==> src/rtl/x68k_ldr_pkg.sv <==
// Shared types for the ioctl-to-loader bridge: FSM states and the FIFO entry payload.
package x68k_ldr_pkg;

    localparam int unsigned LDR_AW_DEF = 20;
    localparam int unsigned DATA_W     = 8;

    typedef enum logic [1:0] {
        IDLE  = 2'd0,
        LOAD  = 2'd1,
        DRAIN = 2'd2,
        DONE  = 2'd3
    } ldr_state_e;

    typedef struct packed {
        logic [LDR_AW_DEF-1:0] addr;
        logic [DATA_W-1:0]     data;
    } ldr_entry_t;

endpackage

==> src/rtl/ldr_byte_fifo.sv <==
// Small synchronous FIFO of {addr,data} loader entries with occupancy count.
// Head entry is presented combinationally; caller never pops empty or pushes full.
module ldr_byte_fifo
    import x68k_ldr_pkg::*;
#(
    parameter int unsigned DEPTH = 8
) (
    input  logic                     clk,
    input  logic                     reset,
    input  logic                     push,
    input  logic                     pop,
    input  ldr_entry_t               wdata,
    output ldr_entry_t               head_c,
    output logic                     full_c,
    output logic                     empty_c,
    output logic [$clog2(DEPTH):0]   count
);

    localparam int unsigned PW = $clog2(DEPTH);
    localparam int unsigned CW = PW + 1;

    ldr_entry_t        mem [DEPTH];
    logic [PW-1:0]     wr_ptr;
    logic [PW-1:0]     rd_ptr;

    // Pointer and occupancy tracking; flush on reset.
    always_ff @(posedge clk) begin
        if (reset) begin
            wr_ptr <= '0;
            rd_ptr <= '0;
            count  <= '0;
        end else begin
            if (push) wr_ptr <= wr_ptr + PW'(1);
            if (pop)  rd_ptr <= rd_ptr + PW'(1);
            case ({push, pop})
                2'b10:   count <= count + CW'(1);
                2'b01:   count <= count - CW'(1);
                default: count <= count;
            endcase
        end
    end

    // Storage array; contents need no reset since pointers define validity.
    always_ff @(posedge clk) begin
        if (push) mem[wr_ptr] <= wdata;
    end

    assign head_c  = mem[rd_ptr];
    assign full_c  = (count == CW'(DEPTH));
    assign empty_c = (count == CW'(0));

endmodule

==> src/rtl/ioctl_ldr_bridge.sv <==
// Bridge from the hps_io ioctl download stream to the X68K_top loader port.
// Buffers bytes in a FIFO, replays them over the ldr_wr/ldr_ack handshake,
// back-pressures hps_io with ioctl_wait and flags load completion.
// Optional: define LDR_CHECKSUM_EN to build the 16-bit byte checksum on ldr_sum.
module ioctl_ldr_bridge
    import x68k_ldr_pkg::*;
#(
    parameter int unsigned LDR_AW   = LDR_AW_DEF,
    parameter int unsigned DEPTH    = 8,
    parameter int unsigned HEADROOM = 2
) (
    input  logic              clk_sys,
    input  logic              reset,
    input  logic              ioctl_download,
    input  logic              ioctl_wr,
    input  logic [24:0]       ioctl_addr,
    input  logic [7:0]        ioctl_dout,
    output logic              ioctl_wait,
    output logic [LDR_AW-1:0] ldr_addr,
    output logic [7:0]        ldr_wdat,
    output logic              ldr_aen,
    output logic              ldr_wr,
    input  logic              ldr_ack,
    output logic              ldr_done,
    output logic              ldr_ovf,
    output logic [15:0]       ldr_sum
);

    localparam int unsigned CW = $clog2(DEPTH) + 1;

    ldr_state_e      state;
    ldr_state_e      state_next;
    logic            old_download;
    logic            old_ack;
    logic            armed;
    logic            dl_rise;
    logic            dl_fall;
    logic            ack_rise;
    logic            in_range;
    logic            push;
    logic            pop;
    logic            drop;
    logic            full;
    logic            empty;
    logic [CW-1:0]   count;
    ldr_entry_t      push_entry;
    ldr_entry_t      head;

    // A session already in progress at reset release is not a rise: armed
    // only once download has been seen low after reset.
    assign dl_rise  = armed & ~old_download & ioctl_download;
    assign dl_fall  = old_download & ~ioctl_download;
    assign ack_rise = ~old_ack & ldr_ack & ldr_wr;
    assign in_range = ((ioctl_addr >> LDR_AW) == 25'd0);

    assign push_entry.addr = LDR_AW_DEF'(ioctl_addr[LDR_AW-1:0]);
    assign push_entry.data = ioctl_dout;

    ldr_byte_fifo #(.DEPTH(DEPTH)) u_fifo (
        .clk     (clk_sys),
        .reset   (reset),
        .push    (push),
        .pop     (pop),
        .wdata   (push_entry),
        .head_c  (head),
        .full_c  (full),
        .empty_c (empty),
        .count   (count)
    );

    // State register.
    always_ff @(posedge clk_sys) begin
        if (reset) state <= IDLE;
        else       state <= state_next;
    end

    // Next-state, FIFO push/pop and drop decisions.
    always_comb begin
        state_next = state;
        push       = 1'b0;
        pop        = 1'b0;
        drop       = 1'b0;
        case (state)
            IDLE: begin
                if (dl_rise && !ldr_done) state_next = LOAD;
            end
            LOAD: begin
                if (dl_fall) state_next = DRAIN;
                if (ioctl_wr) begin
                    push = in_range & ~full;
                    drop = ~in_range | full;
                end
                pop = ~ldr_wr & ~empty;
            end
            DRAIN: begin
                pop = ~ldr_wr & ~empty;
                if (empty && !ldr_wr) state_next = DONE;
            end
            DONE: begin
                state_next = DONE;
            end
            default: state_next = IDLE;
        endcase
    end

    // Registered loader-side outputs, edge detectors and flags.
    always_ff @(posedge clk_sys) begin
        if (reset) begin
            old_download <= 1'b0;
            old_ack      <= 1'b0;
            armed        <= 1'b0;
            ioctl_wait   <= 1'b0;
            ldr_addr     <= '0;
            ldr_wdat     <= '0;
            ldr_aen      <= 1'b0;
            ldr_wr       <= 1'b0;
            ldr_done     <= 1'b0;
            ldr_ovf      <= 1'b0;
        end else begin
            old_download <= ioctl_download;
            old_ack      <= ldr_ack;
            armed        <= armed | ~ioctl_download;
            ioctl_wait   <= (count >= CW'(DEPTH - HEADROOM));
            ldr_aen      <= (state_next == LOAD) || (state_next == DRAIN);
            if (drop) ldr_ovf <= 1'b1;
            if (state == DRAIN && state_next == DONE) ldr_done <= 1'b1;
            if (pop) begin
                ldr_addr <= LDR_AW'(head.addr);
                ldr_wdat <= head.data;
                ldr_wr   <= 1'b1;
            end else if (ack_rise) begin
                ldr_wr   <= 1'b0;
            end
        end
    end

`ifdef LDR_CHECKSUM_EN
    logic [15:0] sum;

    // Running sum of issued bytes; restarts on each load session.
    always_ff @(posedge clk_sys) begin
        if (reset)                                   sum <= 16'd0;
        else if (state == IDLE && state_next == LOAD) sum <= 16'd0;
        else if (pop)                                sum <= sum + 16'(head.data);
    end

    assign ldr_sum = sum;
`else
    assign ldr_sum = 16'd0;
`endif

endmodule
==> config.mk <==
export PLATFORM = sky130hd
export DESIGN_NAME = ioctl_ldr_bridge
export DESIGN_NICKNAME = d
export VERILOG_FILES = /design/src/rtl/x68k_ldr_pkg.sv /design/src/rtl/ldr_byte_fifo.sv /design/src/rtl/ioctl_ldr_bridge.sv
export SDC_FILE = /design/constraint.sdc
export NUM_CORES = 1
export LEC_CHECK = 0
export CAP_MARGIN = 10
export CORE_AREA = 2 2 135 137
export CTS_BUF_LIST = sky130_fd_sc_hd__clkbuf_4 sky130_fd_sc_hd__clkbuf_8
export DETAILED_ROUTE_END_ITERATION = 10
export DIE_AREA = 0 0 137 139
export GPL_TIMING_DRIVEN = 0
export PLACE_DENSITY_LB_ADDON = 0.25
export SETUP_SLACK_MARGIN = 0.5
export SLEW_MARGIN = 20
export SYNTH_ARGS = -nofsm -noshare
export SYNTH_HDL_FRONTEND = slang
export SYNTH_SLANG_ARGS = --single-unit
==> constraint.sdc <==
create_clock -name clk_sys -period 6.25 [get_ports clk_sys]
set_clock_uncertainty 0.15 [all_clocks]
set_input_delay 1.25 -clock clk_sys [delete_from_list [all_inputs] [get_ports clk_sys]]
set_output_delay 1.25 -clock clk_sys [all_outputs]
set_load 0.05 [all_outputs]
# Word level (Yosys, flattened, before mapping)
# Memory sizes are Yosys's and may differ from the RTL's. A register that Yosys moved wholly into a read port is not among the register bits.
# Cells that the tools add are included.
# totals
reg_bits	20
ram_bits	224
inputBits	38
output_inout_bits	49
wordCells	69
mem_count	1
# mem_list
memory	words	width	rd	rd_ports_with_merged_regs	wr	line	source
u_fifo.mem	8	28	1	1	1	ldr_byte_fifo.sv:22	ldr_entry_t mem [DEPTH];
# classes
addsub	4
order_cmp	1
n_eq_ne	9
mux	14
n_bitwise	16
n_reduce_logical	12
# op_table
op	count
$logic_not A25 Y1	1
$eq A2 B2 Y1 const B	5
$mux W1	9
$pmux W2 S4	1
$pmux W4 S2	1
$and A1 B1 Y1	7
$not A1 Y1	7
$add A3 B1 Y3 const B	2
$eq A2 B1 Y1 const B	3
$mux W2	3
$add A4 B1 Y4 const B	1
$eq A4 B4 Y1 const B	1
$ge A4 B3 Y1 const B	1
$logic_not A4 Y1	1
$reduce_bool A2 Y1	2
$sub A4 B1 Y4 const B	1
$logic_and A1 B1 Y1	3
$logic_not A1 Y1	2
$logic_not A2 Y1	1
$or A1 B1 Y1	2
$reduce_or A2 Y1	1
$logic_or A1 B1 Y1	1

# Depth between registers and ports, before layout
# Gate-level depths: netlist (run 1).
# depth
word_depth	8
ltp_mapped	13
depth_no_buf	12

# By module
# From an unflattened synthesis (run 1), not the netlist that was laid out.
# hier_totals
cells_unflattened	588
area_unflattened_um2	10618.9
# modules_own_cells
module	n_inst	cells_each	area_each_um2	seq_area_each_um2
ldr_byte_fifo	1	395	9052.4	6986.7
ioctl_ldr_bridge	1	193	1566.5	760.7

# Least setup slack after synthesis (run 1)
# OpenSTA, ideal clock, no wires.
# synth_path
path_kind	input to register
startpoint	in ioctl_addr[20]
endpoint	mem u_fifo.mem[0][0] in the netlist's numbering, enable pin
setup_time_ns	0.448
arrival_ns	4.321
required_ns	5.652
slack_ns	1.330
cell_stages	4
n_path_buf	0
cell_sequence	or4_4 -> a2111oi_4 -> nand2b_2 -> nor3_1
# synth_between
elab_chain_len	6
# synth_rtl
item	line	source
start, declared	ioctl_ldr_bridge.sv:16	input logic [24:0] ioctl_addr,
$logic_not A25 Y1	ioctl_ldr_bridge.sv:54	assign in_range = ((ioctl_addr >> LDR_AW) == 25'd0);
$and A1 B1 Y1	ioctl_ldr_bridge.sv:90	push = in_range & ~full;
$mux W1	ioctl_ldr_bridge.sv:89	if (ioctl_wr) begin
$mux W1	ioctl_ldr_bridge.sv:83	case (state)
$mux W1	ldr_byte_fifo.sv:45	if (push) mem[wr_ptr] <= wdata;
$mux W1 (not written as such)	ldr_byte_fifo.sv:45	
end, declared	ldr_byte_fifo.sv:22	
# Every way passes these cells.

# Worst setup path in the final report (run 1)
# layout_path
startpoint	in ioctl_addr[20]
endpoint	mem u_fifo.mem[4][6] in the netlist's numbering, enable pin
# Same word-level chain as after synthesis.

==> results of run 1 <==
[critical path: cells and delay by family]
family                 cells  cell delay [ns]
buffers and inverters      2             0.74
and+or+nand+nor            3             1.54
AOI/OAI and AO/OA          1             0.51
[kinds of logic (layout without fill, tap and decap cells)]
family / after synthesis / in the layout
and+or+nand+nor: 113 / 113
DFF: 272 / 272
muxes: 60 / 60
AOI/OAI and AO/OA: 48 / 48
other: 1 / 16
adders and majority gates: 10 / 10
xor gates and xnor gates: 6 / 6
buffers and inverters: 49 / 210
[power groups by stage]
stage | logic [mW] | registers, mW | clock network (mW)
finish | 0.231 | 1.99 | 1.47
global route | 0.256 | 1.99 | 1.58
CTS | 0.230 | 1.99 | 1.50
detailed placement | 0.228 | 2.02 | 0
global placement | 0.216 | 2.02 | 0
floorplan | 0.124 | 2.04 | 0
[stage by stage]
step	area, µm²	util	worst slack [ns]
after CTS	12600	0.711	2.30
final	12600	0.711	2.28
after global routing	12600	0.711	2.20
after detailed placement	11700	0.662	1.75
after floorplan	10400	-	1.33
after global placement	11400	0.647	-0.966
[Yosys cell counts (2+ instances only)]
cell                       instances  area (µm²)
sky130_fd_sc_hd__a31oi_1           2        12.5
sky130_fd_sc_hd__o22ai_1          28         175
sky130_fd_sc_hd__edfxtp_1        224        6730
sky130_fd_sc_hd__nor2b_1          11        68.8
sky130_fd_sc_hd__mux4_2           56        1260
sky130_fd_sc_hd__buf_4            20         150
sky130_fd_sc_hd__or3_1             2        12.5
sky130_fd_sc_hd__mux2i_1           3        30.0
sky130_fd_sc_hd__clkbuf_1          8        30.0
sky130_fd_sc_hd__dfxtp_1          48         961
sky130_fd_sc_hd__xnor2_1           3        26.3
sky130_fd_sc_hd__nand2b_1          5        31.3
sky130_fd_sc_hd__xor2_1            3        26.3
sky130_fd_sc_hd__ha_1             10         125
sky130_fd_sc_hd__nand3_4           2        35.0
sky130_fd_sc_hd__o21ai_0           5        25.0
sky130_fd_sc_hd__nor2_1           48         180
sky130_fd_sc_hd__buf_2             8        40.0
sky130_fd_sc_hd__a21oi_1           6        30.0
sky130_fd_sc_hd__buf_6             6        67.6
sky130_fd_sc_hd__nor3_1           32         160
sky130_fd_sc_hd__nand3_1           2        10.0
sky130_fd_sc_hd__inv_1             6        22.5
sky130_fd_sc_hd__nand2_1           5        18.8
[state kept, by name, summed over array words and instances, names as in the netlist, 2 cells and up]
signal         flops
u_fifo.mem       224
u_fifo.count       4
state              2
u_fifo.wr_ptr      3
ldr_wdat           8
ldr_addr          20
u_fifo.rd_ptr      3
[metal layers]
| metal | wire length, µm | track usage | up-vias |
|---|---|---|---|
| met5 | 0 | 0 | - |
| met2 | 10600 | 0.378 | 241 |
| li1 | - | - | 2479 |
| met4 | 545 | 0.0798 | 0 |
| met1 | 8510 | 0.316 | 2833 |
| met3 | 1600 | 0.0479 | 49 |
[path summary, 6_finish.rpt]
| path | startpoint | endpoint | slack (ns) | cells after the start |
|---|---|---|---|---|
| max | ioctl_addr[20] | u_fifo.mem[4][6] | 2.28 | 6 |
| min | armed | armed | 0.30 | 2 |
| max reg2reg | state[1] | u_fifo.count[3] | 2.83 | 10 |
| min reg2reg | armed | armed | 0.30 | 2 |
[area by class of cell]
type	count	area, µm²	area share
sequential	272	7690	0.612
multi-input combinational	253	2490	0.198
timing repair buffer	83	911	0.0725
clock buffer	68	811	0.0646
buffer	43	302	0.0240
tap	229	287	0.0228
clock inverter	10	50.0	0.00399
inverter	6	22.5	0.00179
==> impl_summary.txt, run 1 <==
----------------------------------------------------
[Outcome]
  Status ... complete, no violations

[Drt]
  Average wire per standard cell ... 22.1 µm
  First-pass iteration count of the detailed router ... 5
  Overall via count from detail_route ... 5602
  1st-iter DRT viols ... 491
  Routed Antenna Nets ... 0
  Number of design rule violations left after detail routing ... 0
  Via/cell ratio ... 5.81
  Drt total wl ... 21.3 mm

[Clock tree]
  Hold buffers post-CTS ... 0
  TritonCTS clock tree ... built
  Post-CTS Repair Setup Buffers ... 0
  Buffer levels on the longest clock path ... 3
  Worst-Skew Late Latency ... 0.53 ns
  Gates resized, CTS repair ... 0
  Clock input transition at the sequential cells of the worst setup and hold paths ... 0.06 ns
  Root buffer selected by CTS ... sky130_fd_sc_hd__clkbuf_8
  Total clock sinks ... 272
  Cts bufs inserted ... 43
  CTS H-tree lvls ... 2

[Yosys]
  Post-synthesis adder-cell area fraction ... 0.0120
  Total number of yosys warnings ... 0
  Main combinational cell family by area after synthesis ... multiplexers
  Flop and latch count out of synthesis ... 272
  Distinct cells, synth ... 40
  Number of standard cells after synthesis ... 559
  Proportion of synthesized area in mux cells ... 0.125
  Synthesized cell area ... 10400 µm²
  Post-synth EDFFs ... 224
  Post-synthesis share of cell area spent on and, or, nand and nor gates ... 0.0547
  Mean instance size in the synthesized netlist ... 18.6 µm²
  Xor and xnor fraction of the mapped netlist area ... 0.00506
  Top_reg_cell synth ... sky130_fd_sc_hd__edfxtp_1
  Proportion of synthesized flip-flops having asynchronous set or reset ... 0
  Synthesized-area fraction occupied by ao, oa, aoi and oai cells ... 0.0311
  Share of the yosys chip area belonging to registers ... 0.740

[Worst setup path]
  CP Data Arrival Time ... 4.05 ns
  Max stage delay on crit path ... 0.71 ns
  Worst-path fanout max ... 8
  Critical path class ... in2reg
  Nature of the critical path endpoint ... flip-flop
  Startpoint types ... primary input
  Critical-path cell list ... clkdlybuf4s50_1 -> or4_4 -> a2111oi_4 -> nand2_2 -> nor3_2 -> buf_4
  Worst path slowest cell ... sky130_fd_sc_hd__nor3_2
  Required time at the worst-slack endpoint ... 6.33 ns

[Global route]
  Total grt overflow ... 0
  Antenna violations before repair ... 0
  First-pass GRT wire length ... 32.4 mm
  Total routing resource utilization after global routing ... 0.232
  Pin count of the biggest net entering global routing ... 21
  Vias in the first global route ... 5851

[Power and ir drop]
  Internal ... 2.89 mW
  Worst IR drop on VDD ... 0.263 mV
  Share of total power in combinational logic ... 0.063
  Leakage power of the design ... 4.12 nW
  Net switching power ... 0.800 mW
  Power per Cell Area ... 293 nW/µm²
  Clk network pwr share ... 0.398
  Sw Ratio ... 0.217
  Fraction of power consumed by sequential logic ... 0.539
  Power after layout ... 3.69 mW

[Placed design]
  Post-Place Cells ... 886
  Final GP Congestion ... 0.722
  Number of input and output port buffers inserted ... 70
  Total half-perimeter wirelength after legalization and detailed placement ... 13.5 mm

[Final layout]
  Highest-count cells in the layout ignoring fill and taps ... sky130_fd_sc_hd__edfxtp_1 (224), sky130_fd_sc_hd__clkdlybuf4s50_1 (70), sky130_fd_sc_hd__mux4_2 (56)
  Share of final-layout standard cells stronger than drive strength 1 ... 0.264
  Most frequent standard cell in the layout excluding fill and tap cells ... sky130_fd_sc_hd__edfxtp_1
  Area growth from synthesis to final layout ... 20.9%
  Post-route non-filler standard cell count ... 964
  Number of filler cells placed in the layout ... 1080
  Number of nets in the layout ... 750
  Diode insertion count for antenna repair ... 0

[Timing]
  Final Hold Viols ... 0
  Slew at the pin closest to its max-slew limit ... 0.867 ns
  Hold Slack ... 0.305 ns
  Period utilisation layout ... 0.636
  Number of setup violations in the final report ... 0
  Fin crit period ... 3.97 ns
  FMAX ... 0.252 GHz
  Unrepaired setup endpoints after global routing ... false
  Total negative slack for setup checks ... 0 ns
  Worst slew slack as a fraction of its limit ... 0.419
  Number of slew-limit violations in the final report ... 0

[Floorplan]
  Std cell rows ... 49
  Core ar. ... 17700 µm²
  Die Height ... 139 µm
  Die width ... 137 µm
  Number of primary I/O pins ... 87
  Initial Utilization ... 0.588
  Total Die Area ... 19000 µm²

[Job]
  Max-capacitance violation count ... 0

[Min path]
  Hold Path Class ... reg2reg

----------------------------------------------------
Note: power is estimated with default switching activity, not from simulation.
==> inputs of run 2 (changes only) <==
Settings changed: CORE_AREA 2 2 135 137 to 2 2 142 144, DIE_AREA 0 0 137 139 to 0 0 144 146.
Clock period 6.25 ns to 3.5 ns, I/O delays scaled along.
==> run 2 against run 1 <==
Design area grew 2.3%. Utilization shrank 4.7 points. Largest cell class unchanged. Largest power group unchanged. Total power grew 78%. Setup slack lost 1.7 ns. Register-to-register slack lost 2.3 ns.
==> impl_summary.txt, run 2 (synthesis results as in run 1) <==
----------------------------------------------------
[Floorplan]
  Initial Utilization ... 0.537 (-0.0510)
  Core ar. ... 19300 µm² (+9.5%)
  Die width ... 144 µm (+5.1%)
  Std cell rows ... 51 (+4.1%)
  Die Height ... 146 µm (+5.0%)
  Total Die Area ... 21000 µm² (+10%)
  Number of primary I/O pins ... 87 (unchanged)

[Timing]
  Period utilisation layout ... 0.834
  Final Hold Viols ... 0 (unchanged)
  Worst slew slack as a fraction of its limit ... 0.455 (+0.0365)
  FMAX ... 0.342 GHz
  Number of slew-limit violations in the final report ... 0 (unchanged)
  Fin crit period ... 2.92 ns
  Unrepaired setup endpoints after global routing ... false
  Slew at the pin closest to its max-slew limit ... 0.817 ns (-0.0500 ns)
  Hold Slack ... 0.302 ns (-0.00296 ns)
  Number of setup violations in the final report ... 0 (unchanged)
  Total negative slack for setup checks ... 0 ns (unchanged)

[Global route]
  Vias in the first global route ... 5706 (-2.5%)
  Total routing resource utilization after global routing ... 0.213 (-0.0195)
  Pin count of the biggest net entering global routing ... 20 (-4.8%)
  Total grt overflow ... 0 (unchanged)
  Antenna violations before repair ... 1 (+1)
  First-pass GRT wire length ... 32.8 mm (+1.2%)

[Power and ir drop]
  Leakage power of the design ... 4.23 nW (+2.5%)
  Power per Cell Area ... 510 nW/µm² (+74%)
  Worst IR drop on VDD ... 0.231 mV (-12%)

[Final layout]
  Most frequent standard cell in the layout excluding fill and tap cells ... sky130_fd_sc_hd__edfxtp_1
  Top Registers ... u_fifo.mem x224, ldr_addr x20, ldr_wdat x8
  Number of nets in the layout ... 765 (+2.0%)
  Number of filler cells placed in the layout ... 1300 (+20%)
  Area growth from synthesis to final layout ... 23.7%
  Combined area of the multi-input logic cells ... 2560 µm² (+3.0%)
  Highest-count cells in the layout ignoring fill and taps ... sky130_fd_sc_hd__edfxtp_1 (224), sky130_fd_sc_hd__clkdlybuf4s50_1 (67), sky130_fd_sc_hd__mux4_2 (56)
  Largest Register ... u_fifo.mem
  Footprint of the flip-flops and latches ... 7690 µm² (about the same)
  Share of final-layout standard cells stronger than drive strength 1 ... 0.295 (+0.0315)
  Largest register FFs ... 224 (unchanged)

[Drt]
  First-pass iteration count of the detailed router ... 5 (unchanged)
  Average wire per standard cell ... 21.5 µm (-2.6%)
  Number of design rule violations left after detail routing ... 0 (unchanged)
  Via/cell ratio ... 5.46 (-6.0%)
  Overall via count from detail_route ... 5538 (-1.1%)
  Drt total wl ... 21.8 mm (+2.5%)
  Routed Antenna Nets ... 0 (unchanged)
  1st-iter DRT viols ... 349 (-29%)

[Placed design]
  Number of input and output port buffers inserted ... 70 (unchanged)
  Total half-perimeter wirelength after legalization and detailed placement ... 13.7 mm (+1.3%)
  Final GP Congestion ... 0.729 (+0.86%)

[Worst setup path]
  Critical-path cell list ... clkdlybuf4s50_1 -> or4_4 -> a2111oi_4 -> buf_4 -> inv_4 -> buf_4 -> ha_4 -> or3_1 -> o32ai_2 -> mux2_4
  Nature of the critical path endpoint ... flip-flop
  Worst-path fanout max ... 4 (-4)
  Critical path's most frequent cell ... sky130_fd_sc_hd__buf_4
  Cell family with most CP delay ... simple AND/OR/NAND/NOR gates
  CP Buf/Inv Count ... 4 (+2)
  CP Data Arrival Time ... 3.19 ns (-0.86 ns)
  Required time at the worst-slack endpoint ... 3.77 ns (-2.56 ns)
  Critical path class ... in2reg
  Max stage delay on crit path ... 0.44 ns (-0.27 ns)
  Worst path slowest cell ... sky130_fd_sc_hd__or4_4
  Startpoint types ... primary input

[Min path]
  Hold Path Class ... reg2reg

[Clock tree]
  Cts bufs inserted ... 42 (-2.3%)
  Worst-Skew Late Latency ... 0.53 ns (about the same)
  CTS H-tree lvls ... 2 (unchanged)
  Buffer levels on the longest clock path ... 3 (unchanged)
  Clock input transition at the sequential cells of the worst setup and hold paths ... 0.06 ns (about the same)
  Total clock sinks ... 272 (unchanged)
  Root buffer selected by CTS ... sky130_fd_sc_hd__clkbuf_8
  TritonCTS clock tree ... built
  Hold buffers post-CTS ... 0 (unchanged)

[Job]
  Max-capacitance violation count ... 0 (unchanged)

[Outcome]
  Status ... complete, no violations

----------------------------------------------------
[run 2: cell count changes in the layout (fill, tap and decap cells not counted), moves of 3 or more]
cell,previous run,this run
sky130_fd_sc_hd__clkbuf_4,20,23
sky130_fd_sc_hd__clkdlybuf4s50_1,70,67
sky130_fd_sc_hd__buf_8,0,3
sky130_fd_sc_hd__clkinv_1,5,2
sky130_fd_sc_hd__buf_4,23,36
sky130_fd_sc_hd__ha_1,10,7
[run 2: worst register-to-register path, stage by stage (launching register included)]
cell	delay, ns
sky130_fd_sc_hd__dfxtp_1	0.30
sky130_fd_sc_hd__buf_6	0.13
sky130_fd_sc_hd__or4_4	0.49
sky130_fd_sc_hd__buf_6	0.14
sky130_fd_sc_hd__and2_1	0.14
sky130_fd_sc_hd__buf_6	0.13
sky130_fd_sc_hd__buf_12	0.12
sky130_fd_sc_hd__ha_4	0.18
sky130_fd_sc_hd__xor2_2	0.17
sky130_fd_sc_hd__ha_2	0.20
sky130_fd_sc_hd__a21oi_2	0.04
sky130_fd_sc_hd__xor2_1	0.16
sky130_fd_sc_hd__or3_1	0.37
sky130_fd_sc_hd__a21oi_1	0.13
[run 2: worst paths after layout]
check | slack (ns) | endpoint | from | cells after the start
min | 0.30 | armed | armed | 2
max | 0.58 | u_fifo.count[3] | ioctl_addr[20] | 10
max reg2reg | 0.58 | u_fifo.count[2] | u_fifo.count[1] | 13
min reg2reg | 0.30 | armed | armed | 2
[run 2: cell type report]
class / instances / share of cell area
Tap cell: 265 / 0.0258
Timing Repair Buffer: 99 / 0.0838
Clock buffer: 69 / 0.0627
Inverter: 6 / 0.00195
Clock inverter: 6 / 0.00234
Antenna cell: 1 / 0.000195
Multi-Input combinational cell: 253 / 0.199
Buffer: 43 / 0.0254
Sequential cell: 272 / 0.598
[run 2: stage by stage]
step                power, mW  instances  setup slack [ns]  cell area [µm²]  utilization
detailed placement       4.02        920            -0.229            11800        0.611
CTS                      6.59       1002             0.443            12700        0.658
finish                   6.55       1014             0.580            12800        0.665
global placement         3.99        909            -0.918            11600        0.598
floorplan                3.87        574             0.344            10500            -
global route             6.77       1013             0.493            12800        0.664
[run 2: timing repair]
action,in CTS,in global routing
pin swaps,8,7
resized for setup,6,12
setup endpoints to repair,141,107
setup buffers,7,11
[run 2: metal layers]
metal  wire length [µm]  track usage
met4                274       0.0500
met3               1280       0.0441
met1               8840        0.282
met2              11400        0.363
met5                  0            0
[run 2: power breakdown]
group          leakage, nW  switching, mW  internal, mW
clock                0.452           1.13          1.45
sequential            2.40         0.0211          3.53
combinational         1.37          0.251         0.170
==> inputs of run 3 (changes only) <==
Settings changed: CORE_AREA 2 2 142 144 to 2 2 135 137, DIE_AREA 0 0 144 146 to 0 0 137 139.
Clock period 3.5 ns to 2.8 ns, I/O delays scaled along.
==> run 3 against run 2 <==
Global-route usage increased by 3.4 points. Die area fell by 9.4%. Clock-buffer cell count shrank 6. Critical path depth up 3. Worst hold slack gained 0.0066 ns. Non-clock buffer count grew 18. Critical path type is now reg2reg. Total power increased by 28%. Largest cell class unchanged. Clock power increased by 31%. Setup slack lost 0.56 ns. Routed wire length is 3.5% higher. Utilization increased by 8.6 points.
==> impl_summary.txt, run 3 (synthesis results as in run 1) <==
----------------------------------------------------
[Global route]
  Total grt overflow ... 0 (unchanged)
  Pin count of the biggest net entering global routing ... 17 (-15%)
  Vias in the first global route ... 6105 (+7.0%)
  First-pass GRT wire length ... 34.3 mm (+4.6%)
  Antenna violations before repair ... 0 (-1)
  Total routing resource utilization after global routing ... 0.247 (+0.0340)

[Final layout]
  Share of final-layout standard cells stronger than drive strength 1 ... 0.312 (+0.0166)
  Most frequent standard cell in the layout excluding fill and tap cells ... sky130_fd_sc_hd__edfxtp_1
  Top Registers ... u_fifo.mem x224, ldr_addr x20, ldr_wdat x8
  Largest register FFs ... 224 (unchanged)
  Highest-count cells in the layout ignoring fill and taps ... sky130_fd_sc_hd__edfxtp_1 (224), sky130_fd_sc_hd__mux4_2 (56), sky130_fd_sc_hd__clkdlybuf4s50_1 (53)
  Area growth from synthesis to final layout ... 27.6%
  Fraction of the core area covered by cells at the end of the flow ... 0.750 (+0.0859)
  Largest Register ... u_fifo.mem
  Diode insertion count for antenna repair ... 0 (-1)
  Number of nets in the layout ... 783 (+2.4%)
  Number of filler cells placed in the layout ... 1022 (-21%)

[Timing]
  Number of setup violations in the final report ... 0 (unchanged)
  Period utilisation layout ... 0.992
  Number of slew-limit violations in the final report ... 0 (unchanged)
  Worst slew slack as a fraction of its limit ... 0.445 (-0.00958)
  Total negative slack for setup checks ... 0 ns (unchanged)
  Slew at the pin closest to its max-slew limit ... 0.832 ns (+0.0144 ns)
  Unrepaired setup endpoints after global routing ... true
  Final Hold Viols ... 0 (unchanged)
  Setup WS post-layout ... 0.0236 ns (-0.556 ns)
  FMAX ... 0.360 GHz
  Fin crit period ... 2.78 ns

[Drt]
  Average wire per standard cell ... 22.6 µm (+5.2%)
  1st-iter DRT viols ... 417 (+19%)
  Via/cell ratio ... 5.83 (+6.8%)
  Routed Antenna Nets ... 0 (unchanged)
  First-pass iteration count of the detailed router ... 5 (unchanged)
  Number of design rule violations left after detail routing ... 0 (unchanged)
  Drt total wl ... 22.6 mm (+3.5%)
  Overall via count from detail_route ... 5821 (+5.1%)

[Clock tree]
  Clock input transition at the sequential cells of the worst setup and hold paths ... 0.07 ns (about the same)
  Total clock sinks ... 272 (unchanged)
  CTS H-tree lvls ... 2 (unchanged)
  Buffer levels on the longest clock path ... 3 (unchanged)
  Worst-Skew Late Latency ... 0.54 ns (about the same)
  Hold buffers post-CTS ... 0 (unchanged)
  TritonCTS clock tree ... built
  Cts bufs inserted ... 42 (unchanged)
  Root buffer selected by CTS ... sky130_fd_sc_hd__clkbuf_8

[Floorplan]
  Number of primary I/O pins ... 87 (unchanged)
  Initial Utilization ... 0.588 (+0.0510)
  Std cell rows ... 49 (-3.9%)
  Core ar. ... 17700 µm² (-8.7%)
  Total Die Area ... 19000 µm² (-9.4%)
  Die Height ... 139 µm (-4.8%)
  Die width ... 137 µm (-4.9%)

[Worst setup path]
  Critical path class ... reg2reg
  Nature of the critical path endpoint ... flip-flop
  Max stage delay on crit path ... 0.48 ns (+0.04 ns)
  Critical path's most frequent cell ... sky130_fd_sc_hd__buf_6
  Required time at the worst-slack endpoint ... 3.12 ns (-0.65 ns)
  Startpoint types ... flip-flop
  Worst-path fanout max ... 3 (-1)
  Cell depth of the worst flop-to-flop path ... 13 (unchanged)
  Worst path slowest cell ... sky130_fd_sc_hd__or4_4
  Worst setup endpoint ... u_fifo.count[2]
  Critical R2R Capture ... u_fifo.count[2]
  Critical Path Start ... u_fifo.count[1]
  CP Data Arrival Time ... 3.10 ns (-0.09 ns)
  Worst reg2reg setup slack ... 0.02 ns (-0.56 ns)
  Reg-to-reg critical path startpoint ... u_fifo.count[1]
  Critical-path cell list ... buf_6 -> or4_4 -> buf_6 -> and2_4 -> buf_6 -> buf_12 -> ha_4 -> xor2_1 -> ha_2 -> a21oi_2 -> xor2_1 -> or3_1 -> a21oi_1

[Power and ir drop]
  Fraction of power consumed by sequential logic ... 0.530 (-0.011)
  Sw Ratio ... 0.219 (+0.00392)
  Share of total power in combinational logic ... 0.065 (about the same)
  Net switching power ... 1.83 mW (+30%)
  Clk network pwr share ... 0.405 (+0.011)
  Internal ... 6.54 mW (+27%)
  Leakage power of the design ... 4.61 nW (+9.0%)
  Power per Cell Area ... 631 nW/µm² (+24%)
  Worst IR drop on VDD ... 0.517 mV (+120%)

[Outcome]
  Status ... complete, no violations

[Placed design]
  Pre-CTS setup slack ... -0.900 ns (-0.671 ns)
  Total half-perimeter wirelength after legalization and detailed placement ... 13.4 mm (-2.0%)
  Number of input and output port buffers inserted ... 70 (unchanged)
  Final GP Congestion ... 0.761 (+4.4%)

[Min path]
  Hold Path Class ... reg2reg

[Job]
  Max-capacitance violation count ... 0 (unchanged)

----------------------------------------------------
==> run 3: area by class of cell <==
cell class              instances  area (µm²)  share of cell area
flip-flops and latches        272        7690               0.581
plain buffers                  43         327              0.0246
well taps                     229         287              0.0216
multi-input cells             253        2580               0.195
repair buffers                117        1450               0.109
inverters                       6        25.0             0.00189
clock inverters                15        93.8             0.00708
clock buffers                  63         792              0.0598
==> run 3: how the worst min path moves through the flow <==
stage               start     to  slack, ns  cells past startpoint
global placement    armed  armed       0.29                      2
detailed placement  armed  armed       0.30                      2
finish              armed  armed       0.31                      2
CTS                 armed  armed       0.30                      2
global route        armed  armed       0.33                      2
floorplan           armed  armed       0.28                      2
==> run 3: stage by stage <==
| stage | std cells | hold WS (ns) | power, mW | cell area [µm²] |
|---|---|---|---|---|
| global placement | 873 | 0.286 | 4.99 | 11500 |
| global route | 998 | 0.328 | 8.65 | 13300 |
| CTS | 997 | 0.304 | 8.40 | 13200 |
| floorplan | 574 | 0.275 | 4.84 | 10500 |
| detailed placement | 883 | 0.295 | 5.02 | 11800 |
| finish | 998 | 0.309 | 8.37 | 13300 |
==> run 3: repair_timing <==
item	CTS	global route
resized for setup	44	15
pin swaps	18	6
cloned	3	0
setup endpoints to repair	268	285
setup buffers	33	1
==> run 3: per-layer routing <==
metal  track usage  share of wire  vias to the layer above
met4        0.0798          0.021                        0
met1         0.329           0.40                     2966
met3        0.0475          0.068                       46
li1              -              -                     2546
met5             0              0                        -
met2         0.412           0.51                      263
==> run 3: critical path, delay by kind of cell (launching register included) <==
kind | cells | cell delay (ns)
DFF | 1 | 0.32
AOI/OAI and AO/OA | 2 | 0.17
buffers and inverters | 4 | 0.48
xor gates and xnor gates | 2 | 0.31
and+or+nand+nor | 3 | 0.92
adders and majority gates | 2 | 0.34
==> run 3: power by group through the flow <==
stage,Sequential [mW],Combinational [mW],Clock (mW)
2_1_floorplan,4.56,0.277,0
3_3_place_gp,4.51,0.474,0
3_5_place_dp,4.52,0.505,0
4_1_cts,4.43,0.536,3.43
5_1_grt,4.44,0.592,3.62
6_report,4.44,0.543,3.39
